$ cat src/rtl/rom_arb_pkg.sv
// Shared types and default widths for the two-requester ROM read arbiter.
// Holds the FSM state encoding so the top level and any tooling agree on it.
package rom_arb_pkg;

    localparam int ADDR_W = 2;
    localparam int DATA_W = 4;
    localparam int CNT_W  = 8;

    typedef enum logic {
        IDLE = 1'b0,
        READ = 1'b1
    } state_t;

endpackage

$ cat src/rtl/rom_4x4_async.sv
// Four-entry combinational ROM; data_out follows address with no clock.
// Latency: zero cycles. Backpressure: none, purely combinational.
// Entries above index 3 read as zero when ADDR_W is widened.
module rom_4x4_async #(
    parameter int ADDR_W = rom_arb_pkg::ADDR_W,
    parameter int DATA_W = rom_arb_pkg::DATA_W
) (
    output logic [DATA_W-1:0] data_out,
    input  logic [ADDR_W-1:0] address
);

    always_comb begin
        data_out = '0;
        case (int'(address))
            0:       data_out = DATA_W'(4'h3);
            1:       data_out = DATA_W'(4'hC);
            2:       data_out = DATA_W'(4'h5);
            3:       data_out = DATA_W'(4'hA);
            default: data_out = '0;
        endcase
    end

endmodule

$ cat src/rtl/rom_rd_arbiter.sv
// Arbitrates two read requesters onto one async ROM; one read in flight at a time.
// Latency: gnt the edge after req is sampled, rd_valid/rd_data one edge later.
// Backpressure: req ignored while busy; a requester drops req on gnt. ROM_RD_ARBITER_RR_EN selects round-robin.
module rom_rd_arbiter #(
    parameter int ADDR_W = rom_arb_pkg::ADDR_W,
    parameter int DATA_W = rom_arb_pkg::DATA_W,
    parameter int CNT_W  = rom_arb_pkg::CNT_W
) (
    input  logic              clk,
    input  logic              rst_n,
    input  logic [1:0]        req,
    input  logic [ADDR_W-1:0] addr0,
    input  logic [ADDR_W-1:0] addr1,
    output logic [1:0]        gnt,
    output logic [DATA_W-1:0] rd_data,
    output logic [1:0]        rd_valid,
    output logic              busy,
    output logic [CNT_W-1:0]  rd_cnt
);

    import rom_arb_pkg::*;

    state_t              state;
    logic [ADDR_W-1:0]   addr_q;
    logic                owner;
    logic                win;
    logic [DATA_W-1:0]   rom_dat;

`ifdef ROM_RD_ARBITER_RR_EN
    logic                rr_ptr;

    // Pointer only matters under contention; a lone requester always wins.
    always_comb win = (req == 2'b11) ? rr_ptr : req[1];
`else
    always_comb win = ~req[0];
`endif

    rom_4x4_async #(
        .ADDR_W (ADDR_W),
        .DATA_W (DATA_W)
    ) u_rom (
        .data_out (rom_dat),
        .address  (addr_q)
    );

    always_ff @(posedge clk or negedge rst_n) begin
        if (!rst_n) begin
            state    <= IDLE;
            addr_q   <= '0;
            owner    <= 1'b0;
            gnt      <= '0;
            rd_valid <= '0;
            rd_data  <= '0;
            busy     <= 1'b0;
            rd_cnt   <= '0;
`ifdef ROM_RD_ARBITER_RR_EN
            rr_ptr   <= 1'b0;
`endif
        end else begin
            gnt      <= '0;
            rd_valid <= '0;
            case (state)
                IDLE: begin
                    if (|req) begin
                        state      <= READ;
                        busy       <= 1'b1;
                        owner      <= win;
                        addr_q     <= win ? addr1 : addr0;
                        gnt[win]   <= 1'b1;
`ifdef ROM_RD_ARBITER_RR_EN
                        rr_ptr     <= ~win;
`endif
                    end
                end
                READ: begin
                    state           <= IDLE;
                    busy            <= 1'b0;
                    rd_data         <= rom_dat;
                    rd_valid[owner] <= 1'b1;
                    if (rd_cnt != {CNT_W{1'b1}})
                        rd_cnt <= rd_cnt + CNT_W'(1);
                end
                default: begin
                    state <= IDLE;
                    busy  <= 1'b0;
                end
            endcase
        end
    end

endmodule
$ cat config.mk
export PLATFORM = sky130hd
export DESIGN_NAME = rom_rd_arbiter
export DESIGN_NICKNAME = d
export VERILOG_FILES = /design/src/rtl/rom_arb_pkg.sv /design/src/rtl/rom_4x4_async.sv /design/src/rtl/rom_rd_arbiter.sv
export SDC_FILE = /design/constraint.sdc
export NUM_CORES = 1
export LEC_CHECK = 0
export CAP_MARGIN = 20
export CORE_MARGIN = 5
export CORE_UTILIZATION = 41
export CTS_CLUSTER_SIZE = 30
export DETAILED_ROUTE_END_ITERATION = 10
export PLACE_DENSITY = 0.69
export SKIP_LAST_GASP = 1
export SLEW_MARGIN = 0
export SYNTH_ARGS = -nofsm -noshare
export SYNTH_HDL_FRONTEND = slang
export SYNTH_SLANG_ARGS = --single-unit
export TNS_END_PERCENT = 1
$ cat constraint.sdc
create_clock -name clk -period 1.7 [get_ports clk]
set_input_delay 0.17 -clock clk [delete_from_list [all_inputs] [get_ports clk]]
set_output_delay 0.17 -clock clk [all_outputs]
set_load 0.1 [all_outputs]
==> results of run 1 <==
## cells by family after synthesis
| group | after synthesis |
|---|---|
| compound gates | 14 |
| xor+xnor | 3 |
| fa+ha+maj | 5 |
| buf+inv | 5 |
| flops | 21 |
| mux | 6 |
| simple gates | 25 |
## sequential cells by signal, indices dropped and copies added (netlist names)
name and cells:
state 1, addr_q 2, gnt 2, rd_data 4, owner 1, rd_valid 2
rd_cnt 8, busy 1
## critical path, cell delays in order, from the launching register on
cell     delay [ns]
dfrtp_4        0.47
ha_1           0.22
nand3_2        0.12
o21ai_2        0.20
mux2_1         0.34
## how the worst max path moves through the flow
stage / from / endpoint / cells past startpoint
3_5_place_dp: rd_cnt[0]$_DFFE_PN0P_ / rd_cnt[1]$_DFFE_PN0P_ / 4
3_3_place_gp: rd_cnt[0]$_DFFE_PN0P_ / rd_cnt[1]$_DFFE_PN0P_ / 4
6_report: rd_cnt[0]$_DFFE_PN0P_ / rd_cnt[1]$_DFFE_PN0P_ / 4
2_1_floorplan: rd_cnt[1]$_DFFE_PN0P_ / rd_cnt[1]$_DFFE_PN0P_ / 4
4_1_cts: rd_cnt[0]$_DFFE_PN0P_ / rd_cnt[1]$_DFFE_PN0P_ / 4
5_1_grt: rd_cnt[0]$_DFFE_PN0P_ / rd_cnt[6]$_DFFE_PN0P_ / 4
## metrics by stage
stage	instances	util	setup WS [ns]
2_1_floorplan	79	-	0.07667
3_3_place_gp	132	0.6008	0.2964
3_5_place_dp	132	0.6008	0.2577
4_1_cts	136	0.6128	0.2460
5_1_grt	136	0.6128	0.1725
6_report	136	0.6128	0.2518
## metal layers
layer / routed length [um] / track usage / up-vias
met4: 10 / 0.04967 / 0
li1: - / - / 334
met5: 0 / 0 / -
met1: 744 / 0.1444 / 311
met2: 923 / 0.2210 / 21
met3: 121 / 0.03118 / 2
## layout by cell type, fill, tap and decap left out, drive strengths merged
master,n
o211ai,1
o31ai,1
nand2b,1
o21ai,4
nor2b,1
a21oi,4
mux2i,2
o21bai,1
mux2,4
clkdlybuf4s50,7
nor2,6
and2,1
nor3b,1
clkbuf,4
xnor2,2
a21o,1
and3,2
buf,19
inv,4
dfrtp,21
and4,1
o21a,1
nand3,3
xor2,1
nand4,2
nand2,7
ha,5
o2111ai,1
## layout make-up
| cell class | count | area (um2) |
|---|---|---|
| clock buffers | 4 | 26.28 |
| fillers | 191 | 848.3 |
| inverters | 4 | 15.01 |
| multi-input cells | 53 | 387.9 |
| flip-flops and latches | 21 | 540.5 |
| well taps | 28 | 35.03 |
| repair buffers | 26 | 337.8 |
==> results.tsv, run 1 <==
stage	metric	value	unit
yosys	mappedNetlistNets	92	
global_routing	grt_pass1_vias	734	
clocking	post_cts_resized	0	
sta	min_period_over_period	0.8519	
sta	rsz0062_at_grt	no	
sta	fin_crit	1.448	ns
global_routing	antenna_found_initial	0	
finish	fin_area	1343	um2
clocking	clk_latency	0.30	ns
yosys	yosysUniqueCellTypes	30	
global_routing	grt_pass1_wl	3256	um
worst_setup_path	ff2ff_path_depth	4	
drt	drc_errors	0	
floorplanning	design.core.area	2191	um2
floorplanning	initial_core_util	0.4260	
yosys	synth_common_cells	21 x dfrtp_1, 7 x nand2_1, 6 x nor2_1	
drt	drt-pass1-iter-count	4	
yosys	synth_top_area_share	0.5630	
worst_setup_path	reg2reg_slack	0.25	ns
global_routing	grt_max_degree	22	
drt	vias	668	
clocking	h-tree-depth	1	
yosys	synth_cells	79	
sta	fin_skew	0.01353	ns
status	status	finished clean	
sta	whs	0.1960	ns
yosys	seq_area_frac_synth	0.5630	
sta	drv_slew	0	
worst_setup_path	startpoint_type	flop	
floorplanning	dieWidth	57.72	um
yosys	ys.flop_type	dfrtp_1	
worst_setup_path	cp_data_required_time	1.90	ns
min_path	hp-class	in2async	
drt	drtIter0Drc	9	
yosys	synth-compound-area-share	0.1005	
floorplanning	num_rows	17	
clocking	hold_buffers	0	
drt	post_drt_wl_per_cell	13.23	um
yosys	ys_ff_latch	21	
clocking	cts_setup_buffers	0	
yosys	yosys_warnings	0	
worst_setup_path	crit_type	reg2reg	
drt	viasPerCell	4.912	
worst_setup_path	cp-end-kind	flop	
yosys	synth_area_leaders	dfrtp_1 56%, ha_1 6.7%, nand2_1 2.8%	
global_routing	grt_usage	0.1253	
sta	setup-tns-final	0	ns
worst_setup_path	worst-path-max-fanout	4	
clocking	cts_buffer_depth	2	
drt	wl	1799	um
floorplanning	die_area	3331	um2
sta	slew_headroom	0.8146	
sta	finalHoldViolCount	0	
sta	tightestPinTransition	0.2804	ns
placement	gp_congestion	0.7444	
yosys	synthMuxAreaShare	0.07373	
finish	drive_gt1_frac	0.3519	
yosys	synthAdderAreaFrac	0.06702	
clocking	cts_sinks	21	
job	maxCapViolCount	0	
yosys	synth_area_leader_cell	dfrtp_1	
clocking	cts.reportedPaths.clkPinSlew	0.12	ns
floorplanning	io_pins	25	
sta	max_clock_freq	0.6905	GHz
yosys	synthSimpleGateAreaFrac	0.1461	
worst_setup_path	regToRegStartpoint	rd_cnt[0]$_DFFE_PN0P_	
yosys	synth_top_family_by_area	simple AND/OR/NAND/NOR gates	
placement	io_buffers	24	
finish	antenna_cells	0	
yosys	synth.most_common_cell	dfrtp_1	
clocking	cts-buffers-inserted	3	
finish	nets	122	
clocking	cts_root_buf	clkbuf_4	
yosys	synth_area	933.4	um2
floorplanning	chipHeight	57.72	um
placement	placed_area	1316	um2
finish	area_growth	43.83	%
yosys	synth-xor-area-share	0.02815	
yosys	synth-edff-count	0	
sta	final-setup-viol-count	0	
yosys	synth.avg_cell_area	11.82	um2
drt	ant_nets	0	
worst_setup_path	reg2reg_to	rd_cnt[1]$_DFFE_PN0P_	
clocking	cts_tree	yes	
worst_setup_path	arrival	1.64	ns
yosys	async_flop_share	1.000	
placement	hpwl	1398	um
global_routing	grt.overflow.total	0	
Power of run 1 is left out: the tool's default activity adds up to more than one toggle a clock period on the data nets, which glitch-free logic cannot reach.
==> run 2, diff against run 1 <==
--- a/config.mk
+++ b/config.mk
@@ -11,6 +11,7 @@
 export CTS_CLUSTER_SIZE = 30
 export DETAILED_ROUTE_END_ITERATION = 10
 export PLACE_DENSITY = 0.69
+export SETUP_SLACK_MARGIN = 0.1
 export SKIP_LAST_GASP = 1
 export SLEW_MARGIN = 0
 export SYNTH_ARGS = -nofsm -noshare
==> results.tsv, run 2 (synthesis gave the netlist of run 1 again) <==
stage	metric	value	unit
status	status	finished clean	
finish	drive_gt1_frac	0.3551	
sta	fin_crit	1.382	ns
worst_setup_path	ff2ff_path_depth	4	
placement	detailedPlace.worstSlack	0.3259	ns
floorplanning	dieWidth	57.72	um
worst_setup_path	cpMaxStageDelayCell	dfrtp_4	
floorplanning	initial_core_util	0.4260	
worst_setup_path	slowest_delay	0.48	ns
placement	io_buffers	24	
sta	max_clock_freq	0.7238	GHz
drt	ant_nets	0	
finish	regMostFlops	rd_cnt	
global_routing	grt_usage	0.1125	
drt	drtIter0Drc	11	
global_routing	grt_max_degree	22	
clocking	clk_latency	0.29	ns
drt	drc_errors	0	
global_routing	grt.overflow.total	0	
finish	largest_registers	rd_cnt x8, rd_data x4	
floorplanning	chipHeight	57.72	um
sta	drv_slew	0	
sta	fin_skew	0.003859	ns
sta	finalHoldViolCount	0	
drt	viasPerCell	4.844	
finish	nets	121	
drt	post_drt_wl_per_cell	12.50	um
clocking	cts_buffer_depth	2	
global_routing	antenna_found_initial	0	
sta	setup_slack	0.3183	ns
worst_setup_path	cp_data_required_time	1.89	ns
sta	setup-tns-final	0	ns
finish	largest_reg_flops	8	
worst_setup_path	worst-path-max-fanout	4	
sta	final-setup-viol-count	0	
clocking	cts_setup_buffers	0	
global_routing	grt_pass1_vias	696	
drt	wl	1688	um
drt	drt-pass1-iter-count	4	
worst_setup_path	arrival	1.57	ns
finish	fill_cells	180	
sta	tightestPinTransition	0.3703	ns
finish	final_cell_mix	13 x dfrtp_1, 9 x buf_4, 9 x buf_12	
floorplanning	design.core.area	2191	um2
finish	final_common_cell	dfrtp_1	
global_routing	grt_pass1_wl	3008	um
placement	gp_congestion	0.7977	
floorplanning	num_rows	17	
finish	antenna_cells	0	
floorplanning	io_pins	25	
clocking	hold_buffers	0	
sta	min_period_over_period	0.8128	
job	maxCapViolCount	0	
min_path	hp-class	in2async	
drt	vias	654	
floorplanning	die_area	3331	um2
clocking	cts.reportedPaths.clkPinSlew	0.12	ns
worst_setup_path	worstPathCellList	ha_4, nand3_2, o21ai_2, mux2_1	
finish	area_growth	43.57	%
clocking	cts_tree	yes	
worst_setup_path	crit_type	reg2reg	
clocking	h-tree-depth	1	
worst_setup_path	cp-end-kind	flop	
worst_setup_path	startpoint_type	flop	
clocking	post_cts_resized	0	
clocking	cts-buffers-inserted	3	
sta	slew_headroom	0.7531	
sta	rsz0062_at_grt	no	
clocking	cts_root_buf	clkbuf_4	
clocking	cts_sinks	21	
## run 2: cell count changes in the layout (fill, tap and decap cells not counted)
cell     previous run  this run
ha_4                0         1
dfrtp_4             2         4
buf_12             10         9
ha_1                5         4
dfrtp_2             6         4
## run 2: layer usage
layer / part of all wire / routed length, um / global-route usage / vias to the layer above
li1: - / - / - / 331
met1: 0.46 / 772 / 0.1423 / 307
met2: 0.49 / 825 / 0.1903 / 14
met3: 0.043 / 72 / 0.02895 / 2
met4: 0.010 / 17 / 0.02980 / 0
met5: 0 / 0 / 0 / -
## run 2: path summary, 6_finish.rpt
| check | start | end | slack [ns] |
|---|---|---|---|
| worst max-delay path | rd_cnt[0]$_DFFE_PN0P_ | rd_cnt[1]$_DFFE_PN0P_ | 0.32 |
| worst max register to register | rd_cnt[0]$_DFFE_PN0P_ | rd_cnt[1]$_DFFE_PN0P_ | 0.32 |
| max in group asynchronous | rst_n | rd_cnt[4]$_DFFE_PN0P_ | 1.27 |
| worst min-delay path | rst_n | gnt[1]$_DFF_PN0_ | 0.20 |
| min in group clk | owner$_DFFE_PN0P_ | rd_valid[0]$_DFF_PN0_ | 0.46 |
| worst min register to register | owner$_DFFE_PN0P_ | rd_valid[0]$_DFF_PN0_ | 0.46 |
## run 2: final cells by class
type                            count  area, um2  area share
Sequential cell                    21      545.5      0.4071
Multi-Input combinational cell     53      400.4      0.2988
Timing Repair Buffer               25      317.8      0.2372
Tap cell                           28      35.03     0.02614
Clock buffer                        4      26.28     0.01961
Inverter                            4      15.01     0.01120
## run 2: worst max-delay path, delay by kind of cell (launching register included)
family | cells | cell delay (ns)
DFF | 1 | 0.48
muxes | 1 | 0.33
AOI/OAI and AO/OA | 1 | 0.20
adders and majority gates | 1 | 0.16
and+or+nand+nor | 1 | 0.10
## run 2: stage by stage
stage               std cells    util  hold slack [ns]  instance area (um2)
CTS                       135  0.6117           0.2081                 1340
detailed placement        131  0.5997           0.4485                 1314
global route              135  0.6117           0.2115                 1340
global placement          131  0.5997           0.4343                 1314
finish                    135  0.6117           0.1951                 1340
floorplan                  79       -          -0.1256                965.9
Power of run 2 is left out for the same reason.
==> run 3, diff against run 2 <==
--- a/config.mk
+++ b/config.mk
@@ -10,7 +10,7 @@
 export CORE_UTILIZATION = 41
 export CTS_CLUSTER_SIZE = 30
 export DETAILED_ROUTE_END_ITERATION = 10
-export PLACE_DENSITY = 0.69
+export PLACE_DENSITY = 0.72
 export SETUP_SLACK_MARGIN = 0.1
 export SKIP_LAST_GASP = 1
 export SLEW_MARGIN = 0
==> constraint.sdc (replaced) <==
create_clock -name clk -period 1.2 [get_ports clk]
set_input_delay 0.12 -clock clk [delete_from_list [all_inputs] [get_ports clk]]
set_output_delay 0.12 -clock clk [all_outputs]
set_load 0.1 [all_outputs]
==> results.tsv, run 3 (synthesis gave the netlist of run 1 again) <==
stage	metric	value	unit
status	status	complete, but fails checks	
status	violations	setup timing	
finish	fill_cells	155	
global_routing	grt_max_degree	22	
floorplanning	num_rows	17	
worst_setup_path	crit_type	reg2reg	
clocking	clk_latency	0.30	ns
worst_setup_path	cpMaxStageDelayCell	dfrtp_4	
worst_setup_path	worst-path-max-fanout	3	
floorplanning	design.core.area	2191	um2
worst_setup_path	slowest_delay	0.46	ns
drt	drc_errors	0	
finish	largest_registers	rd_cnt x8, rd_data x4	
clocking	cts-buffers-inserted	3	
finish	seqCellArea	555.5	um2
floorplanning	chipHeight	57.72	um
finish	regMostFlops	rd_cnt	
power	leakage	0.7102	nW
floorplanning	die_area	3331	um2
placement	gp_congestion	0.7379	
sta	drv_slew	0	
min_path	hp-class	in2async	
drt	drtIter0Drc	9	
sta	fin_crit	1.309	ns
global_routing	grt_pass1_wl	3525	um
drt	drt-pass1-iter-count	4	
global_routing	grt_pass1_vias	799	
sta	whs	0.1400	ns
worst_setup_path	reg2reg_slack	-0.11	ns
drt	ant_nets	0	
placement	dpl.cell_count	147	
sta	tightestPinTransition	0.2574	ns
clocking	cts_root_buf	clkbuf_4	
sta	final-setup-viol-count	13	
clocking	cts_sinks	21	
worst_setup_path	reg2reg_to	rd_cnt[6]$_DFFE_PN0P_	
sta	finalHoldViolCount	0	
placement	hpwl	1621	um
sta	max_clock_freq	0.7641	GHz
worst_setup_path	regToRegStartpoint	rd_cnt[0]$_DFFE_PN0P_	
job	maxCapViolCount	0	
sta	setup_slack	-0.1087	ns
finish	final_cell_mix	18 x buf_4, 17 x buf_12, 13 x dfrtp_1	
worst_setup_path	ff2ff_path_depth	4	
worst_setup_path	cp-end-kind	flop	
sta	fin_skew	0.005848	ns
placement	io_buffers	24	
sta	rsz0062_at_grt	yes	
finish	largest_reg_flops	8	
worst_setup_path	startpoint_type	flop	
clocking	cts_tree	yes	
floorplanning	initial_core_util	0.4260	
floorplanning	io_pins	25	
worst_setup_path	arrival	1.50	ns
worst_setup_path	cp_data_required_time	1.40	ns
finish	area_growth	70.24	%
global_routing	grt.overflow.total	0	
finish	drive_gt1_frac	0.4435	
clocking	cts_buffer_depth	2	
clocking	hold_buffers	0	
finish	stdcell_count	152	
sta	min_period_over_period	1.091	
clocking	h-tree-depth	1	
finish	final_common_cell	buf_4	
global_routing	antenna_found_initial	0	
drt	viasPerCell	4.783	
drt	post_drt_wl_per_cell	13.49	um
floorplanning	dieWidth	57.72	um
finish	multi_input_area	411.6	um2
sta	slew_headroom	0.8284	
global_routing	grt_usage	0.1381	
worst_setup_path	worstPathCellList	ha_4, nand4_1, nor2_1, mux2_4	
sta	setup-tns-final	-0.6131	ns
power	irDropWorstVdd	2.633	mV
drt	vias	727	
finish	antenna_cells	0	
power	cellPowerDensity	2855	nW/um2
clocking	cts.reportedPaths.clkPinSlew	0.11	ns
drt	wl	2051	um
finish	nets	138	
-- run 3: cell types whose count changed in the layout (fill, tap and decap cells not counted), sizes merged --
cell and delta:
buf +17
-- run 3: power breakdown --
| group | leakage [nW] | switching, W | internal [W] |
|---|---|---|---|
| Sequential | 0.248 | 0.000260 | 0.000988 |
| Clock | 0.0150 | 0.000204 | 0.000130 |
| Combinational | 0.447 | 0.00180 | 0.00115 |
-- run 3: timing repair --
| item | CTS | global route |
|---|---|---|
| gates resized for setup | 0 | 1 |
| pin swaps | 0 | 3 |
| setup endpoints to repair | 19 | 23 |
| setup buffers | 0 | 1 |
-- run 3: critical path, delay by kind of cell (launching register included) --
kind	cells	cell delay, ns
adders and majority gates	1	0.16
DFF	1	0.46
muxes	1	0.31
and+or+nand+nor	2	0.28
-- run 3: layout make-up --
class / instances / area share
Sequential cell: 21 / 0.3496
Timing Repair Buffer: 42 / 0.3433
Multi-Input combinational cell: 53 / 0.2591
Tap cell: 28 / 0.02205
Clock buffer: 4 / 0.01654
Inverter: 4 / 0.009449
-- run 3: layer usage --
layer | wire (um) | global-route usage | vias to the layer above
met5 | 0 | 0 | -
met2 | 1005 | 0.2258 | 21
met1 | 885 | 0.1676 | 340
met3 | 124 | 0.03563 | 3
met4 | 36 | 0.06954 | 0
li1 | - | - | 363
-- run 3: how the worst max path moves through the flow --
stage,from,end,slack [ns],cells after the start
2_1_floorplan,rd_cnt[0]$_DFFE_PN0P_,rd_cnt[6]$_DFFE_PN0P_,-0.30,4
3_3_place_gp,rd_cnt[4]$_DFFE_PN0P_,rd_cnt[1]$_DFFE_PN0P_,-0.04,3
3_5_place_dp,rd_cnt[4]$_DFFE_PN0P_,rd_cnt[1]$_DFFE_PN0P_,-0.08,3
4_1_cts,rd_cnt[1]$_DFFE_PN0P_,rd_cnt[6]$_DFFE_PN0P_,-0.10,4
5_1_grt,rd_cnt[4]$_DFFE_PN0P_,rd_cnt[1]$_DFFE_PN0P_,-0.14,3
6_report,rd_cnt[0]$_DFFE_PN0P_,rd_cnt[6]$_DFFE_PN0P_,-0.11,4
-- run 3: metrics by stage --
stage | total power, W | cell area, um2 | setup slack, ns | util
floorplan | 0.002945 | 983.4 | -0.3039 | -
global placement | 0.004177 | 1551 | -0.03537 | 0.7082
detailed placement | 0.004233 | 1551 | -0.08209 | 0.7082
CTS | 0.004574 | 1578 | -0.1026 | 0.7202
global route | 0.004740 | 1589 | -0.1416 | 0.7253
finish | 0.004537 | 1589 | -0.1087 | 0.7253
Power figures use the tool's default switching activity.
